$ cat src/rtl/seq_adder_pkg.sv
// Shared types and elaboration checks for the multi-cycle chunked adder.
package seq_adder_pkg;

    typedef enum logic [1:0] {
        IDLE = 2'd0,
        BUSY = 2'd1,
        DONE = 2'd2
    } state_t;

    // The operand must split into whole chunks.
    function automatic bit split_ok(input int width, input int chunk);
        return (chunk > 0) && (width >= chunk) && ((width % chunk) == 0);
    endfunction

endpackage

$ cat src/rtl/chunk_adder.sv
// CHUNK-bit ripple-carry adder built from full adders; also exposes the carry into the MSB.
module chunk_adder #(
    parameter int CHUNK = 4
) (
    input  logic [CHUNK-1:0] a,
    input  logic [CHUNK-1:0] b,
    input  logic             cin,
    output logic [CHUNK-1:0] s,
    output logic             cout,
    output logic             msb_cin
);

    logic [CHUNK:0] c;

    assign c[0] = cin;

    for (genvar i = 0; i < CHUNK; i++) begin : g_fa
        assign s[i]   = a[i] ^ b[i] ^ c[i];
        assign c[i+1] = (a[i] & b[i]) | (c[i] & (a[i] ^ b[i]));
    end

    assign cout    = c[CHUNK];
    assign msb_cin = c[CHUNK-1];

endmodule

$ cat src/rtl/seq_adder.sv
// Sequential adder: WIDTH-bit add done CHUNK bits per cycle with valid/ready handshakes.
// Optional subtract mode (extra "sub" port) is enabled by defining SEQ_ADDER_SUB_EN.
module seq_adder
    import seq_adder_pkg::*;
#(
    parameter int WIDTH = 16,
    parameter int CHUNK = 4
) (
    input  logic             clk,
    input  logic             rst,
    input  logic             in_valid,
    output logic             in_ready,
    input  logic [WIDTH-1:0] a,
    input  logic [WIDTH-1:0] b,
    input  logic             cin,
`ifdef SEQ_ADDER_SUB_EN
    input  logic             sub,
`endif
    output logic             out_valid,
    input  logic             out_ready,
    output logic [WIDTH-1:0] s,
    output logic             cout,
    output logic             ovf
);

    localparam int NCHUNK = WIDTH / CHUNK;
    localparam int KW     = (NCHUNK > 1) ? $clog2(NCHUNK) : 1;
    localparam logic [KW-1:0] K_LAST = KW'(NCHUNK - 1);

    if (!split_ok(WIDTH, CHUNK)) begin : g_bad_split
        $error("seq_adder: WIDTH must be a positive multiple of CHUNK");
    end

    state_t           state, state_n;
    logic [KW-1:0]    k;
    logic [WIDTH-1:0] a_r, b_r, s_r;
    logic             carry, cout_r, ovf_r;
    logic             op_sub;
    logic [CHUNK-1:0] sum_chunk;
    logic             c_out, c_msb;

`ifdef SEQ_ADDER_SUB_EN
    assign op_sub = sub;
`else
    assign op_sub = 1'b0;
`endif

    chunk_adder #(.CHUNK(CHUNK)) u_chunk (
        .a       (a_r[k*CHUNK +: CHUNK]),
        .b       (b_r[k*CHUNK +: CHUNK]),
        .cin     (carry),
        .s       (sum_chunk),
        .cout    (c_out),
        .msb_cin (c_msb)
    );

    always_ff @(posedge clk or posedge rst) begin
        if (rst) state <= IDLE;
        else     state <= state_n;
    end

    always_comb begin
        state_n = state;
        case (state)
            IDLE:    if (in_valid)     state_n = BUSY;
            BUSY:    if (k == K_LAST)  state_n = DONE;
            DONE:    if (out_ready)    state_n = IDLE;
            default:                   state_n = IDLE;
        endcase
    end

    // Subtraction is folded in at accept time: store ~b and force the carry to 1.
    always_ff @(posedge clk or posedge rst) begin
        if (rst) begin
            a_r    <= '0;
            b_r    <= '0;
            s_r    <= '0;
            k      <= '0;
            carry  <= 1'b0;
            cout_r <= 1'b0;
            ovf_r  <= 1'b0;
        end else begin
            case (state)
                IDLE: if (in_valid) begin
                    a_r    <= a;
                    b_r    <= op_sub ? ~b : b;
                    carry  <= op_sub ? 1'b1 : cin;
                    k      <= '0;
                    s_r    <= '0;
                    cout_r <= 1'b0;
                    ovf_r  <= 1'b0;
                end
                BUSY: begin
                    s_r[k*CHUNK +: CHUNK] <= sum_chunk;
                    carry <= c_out;
                    k     <= k + KW'(1);
                    if (k == K_LAST) begin
                        cout_r <= c_out;
                        ovf_r  <= c_out ^ c_msb;
                    end
                end
                default: ;
            endcase
        end
    end

    assign in_ready  = (state == IDLE);
    assign out_valid = (state == DONE);
    assign s         = s_r;
    assign cout      = cout_r;
    assign ovf       = ovf_r;

endmodule

$ cat config.mk
export PLATFORM = sky130hd
export DESIGN_NAME = seq_adder
export DESIGN_NICKNAME = d
export VERILOG_FILES = /design/src/rtl/seq_adder_pkg.sv /design/src/rtl/chunk_adder.sv /design/src/rtl/seq_adder.sv
export SDC_FILE = /design/constraint.sdc
export NUM_CORES = 1
export LEC_CHECK = 0
export ABC_AREA = 1
export BUFFER_PORTS_ARGS = -buffer_cell sky130_fd_sc_hd__buf_4
export CORE_UTILIZATION = 30
export CTS_CLUSTER_DIAMETER = 30
export DETAILED_ROUTE_END_ITERATION = 8
export GPL_TIMING_DRIVEN = 0
export PLACE_DENSITY = 0.58
export SLEW_MARGIN = 10
export SYNTH_ARGS = -nofsm -noshare
export SYNTH_HDL_FRONTEND = slang
export SYNTH_SLANG_ARGS = --single-unit
$ cat constraint.sdc
create_clock -name clk -period 3 [get_ports clk]
set_input_delay 0.3 -clock clk [delete_from_list [all_inputs] [get_ports clk]]
set_output_delay 0.3 -clock clk [all_outputs]
set_load 0.01 [all_outputs]
==> impl_metrics.env <==
export IMPL_setup_tns_ps=0
export IMPL_port_buffers=56
export IMPL_slew_headroom_pct=73.9
export IMPL_cp_arrival_ps=3050
export IMPL_end_kind="register"
export IMPL_worst_setup_path_start_kind="register"
export IMPL_gp_congestion=0.815
export IMPL_critPathMaxFanout=5
export IMPL_area_growth_pct=31.2
export IMPL_final_max_slew_viol_count=0
export IMPL_vias=2296
export IMPL_dieWidth_um=97.0
export IMPL_first_pass_iters=4
export IMPL_register_area_um2=1380
export IMPL_worstMarginPinSlew_ps=391
export IMPL_synth_seq_cells=55
export IMPL_num_fill_cells=934
export IMPL_maxCapViolCount=0
export IMPL_drc=0
export IMPL_yosysSeqAreaShare_pct=50.9
export IMPL_avgSynthCellArea_um2=8.05
export IMPL_dp_cells=501
export IMPL_status="finished clean"
export IMPL_viasPerCell=4.41
export IMPL_dp_hpwl_mm=4.94
export IMPL_wl_mm=6.70
export IMPL_hold_viol=0
export IMPL_setup_viol_count_final=0
export IMPL_syn_num_nets=382
export IMPL_syn_inst=336
export IMPL_grt_pass1_wl_mm=11.2
export IMPL_antenna_found_initial=0
export IMPL_numCtsBuffers=5
export IMPL_worstSetupPathType="reg -> reg"
export IMPL_insertion_delay_ps=310
export IMPL_htreeDepth=2
export IMPL_core_area_um2=8720
export IMPL_grt_max_degree=39
export IMPL_drive_gt1_share_pct=24.9
export IMPL_cts_sinks=55
export IMPL_insertedDiodeCount=0
export IMPL_min_path_type="in -> reg"
export IMPL_root_buffer="clkbuf_8"
export IMPL_ir_drop_uv=409
export IMPL_antenna_left=0
export IMPL_period_needed_ps=2840
export IMPL_fin_util_pct=40.7
export IMPL_first_global_vias=2329
export IMPL_drt_iter0_drc=134
export IMPL_die_h_um=97.0
export IMPL_mostFrequentLayoutCells="152 x nand2_1, 69 x buf_4, 54 x dfrtp_1, 31 x nand3_1, 23 x inv_1"
export IMPL_cts_tree="done"
export IMPL_initial_core_util_pct=31.0
export IMPL_required_ps=3210
export IMPL_clk_path_buf_depth=2
export IMPL_post_route_period_util_pct=94.6
export IMPL_max_freq_mhz=352
export IMPL_skew_ps=8.99
export IMPL_fin_cells=521
export IMPL_gr_total_overflow=0
export IMPL_ys_warn_count=0
export IMPL_wl_per_cell_um=12.9
export IMPL_final_nets=458
export IMPL_rows=34
export IMPL_globalRouteTotalUtil_pct=14.9
export IMPL_leakagePower_nw=1.95
export IMPL_clk_pin_slew_ps=100
export IMPL_final_common_cell="nand2_1"
export IMPL_die_area_um2=9410
export IMPL_multi_input_area_um2=1130
export IMPL_powerDensity_nw_per_um2=1110
export IMPL_synth_area_um2=2710
export IMPL_ys_types=21
export IMPL_pin_count=57
[per-layer routing]
metal,GRT usage [%],share of wire [%]
met4,3.56,1.6
met5,0,0
met2,24.6,47
met3,2.82,3.5
met1,20.2,48
[state kept, by name (all words and copies together) (netlist names)]
name and cells:
state 2, ovf 1, b_r 16, carry 1, k 2, cout 1, a_r 16, s 16
[synth_stat cells]
library cell | n | area (um^2)
buf_2 | 4 | 20.0
buf_4 | 2 | 15.0
buf_6 | 6 | 67.6
clkbuf_1 | 2 | 7.51
clkbuf_2 | 1 | 5.00
clkinv_1 | 1 | 3.75
dfrtp_1 | 55 | 1380
fa_1 | 4 | 80.1
ha_1 | 5 | 62.6
inv_1 | 25 | 93.8
inv_2 | 2 | 7.51
nand2_1 | 153 | 574
nand2_2 | 1 | 6.26
nand3_1 | 33 | 165
nand3b_1 | 2 | 15.0
nor2_1 | 16 | 60.1
nor2_4 | 1 | 11.3
o211ai_1 | 6 | 45.0
o21ai_0 | 15 | 75.1
o21bai_1 | 1 | 7.51
o31ai_1 | 1 | 7.51
[cell families (layout without fill, tap and decap cells)]
logic type	Yosys count	count (layout)	synth area share (%)
AND/OR/NAND/NOR	206	206	30.7
AO/OA/AOI/OAI	23	23	4.99
adder cells (fa/ha/maj)	9	9	5.27
buffers and inverters	43	120	8.14
flip-flops	55	55	50.9
[per-stage QoR]
| step | area, um^2 | power (mW) | hold slack [ps] | worst slack (ps) |
|---|---|---|---|---|
| final | 3550 | 3.94 | 176 | 163 |
| after global routing | 3550 | 4.34 | 171 | -6.33 |
| after CTS | 3430 | 3.80 | 172 | 5.07 |
| after detailed placement | 3280 | 3.28 | 315 | -427 |
| after global placement | 3260 | 3.24 | 462 | -384 |
| after floorplan | 2710 | 2.61 | 398 | 66.5 |
[layout make-up]
cell class | count | area share [%]
sequential | 55 | 38.8
multi-input combinational | 238 | 31.7
timing repair buffer | 70 | 15.7
buffer | 14 | 3.98
tap | 108 | 3.81
inverter | 28 | 3.14
clock buffer | 8 | 2.82
[where the power goes]
| group | internal, mW | leakage (nW) | switching [mW] |
|---|---|---|---|
| Sequential | 1.06 | 0.704 | 0.179 |
| Combinational | 0.964 | 1.20 | 1.28 |
| Clock | 0.211 | 0.0515 | 0.236 |
| Total | 2.24 | 1.95 | 1.70 |
[timing repair]
item                                    CTS  global route
hold endpoints to repair                 17             0
pin swaps                                 1             3
endpoints found under the setup margin    9             3
buffers inserted                          3             8
hold buffers                              1             0
cloned                                    0             1
resized for setup                        11            12
[critical path, cell delays in order (launching register included)]
cell and delay [ps]:
dfrtp_2 460, clkinv_4 90, buf_8 110, nand2_1 60, nand3_2 70, nand2_2 60
fa_1 380, inv_1 70, fa_1 150, inv_1 50, fa_2 340, inv_2 70
fa_1 450, inv_1 90, nor2_2 40, nand2_1 100, inv_1 40, nand2_1 50
nand2_1 40
[worst paths after layout]
| check | start | endpoint | slack [ps] | cells past startpoint |
|---|---|---|---|---|
| worst max-delay path | k[0] | s[7] | 160 | 18 |
| worst min-delay path | a[4] | a_r[4] | 180 | 3 |
| worst max register to register | k[0] | s[7] | 160 | 18 |
| worst min register to register | a_r[2] | a_r[2] | 490 | 2 |
| max in group asynchronous | rst | k[0] | 1940 | 4 |
| min in group asynchronous | rst | s[15] | 530 | 3 |
Power figures use the tool's default switching activity.
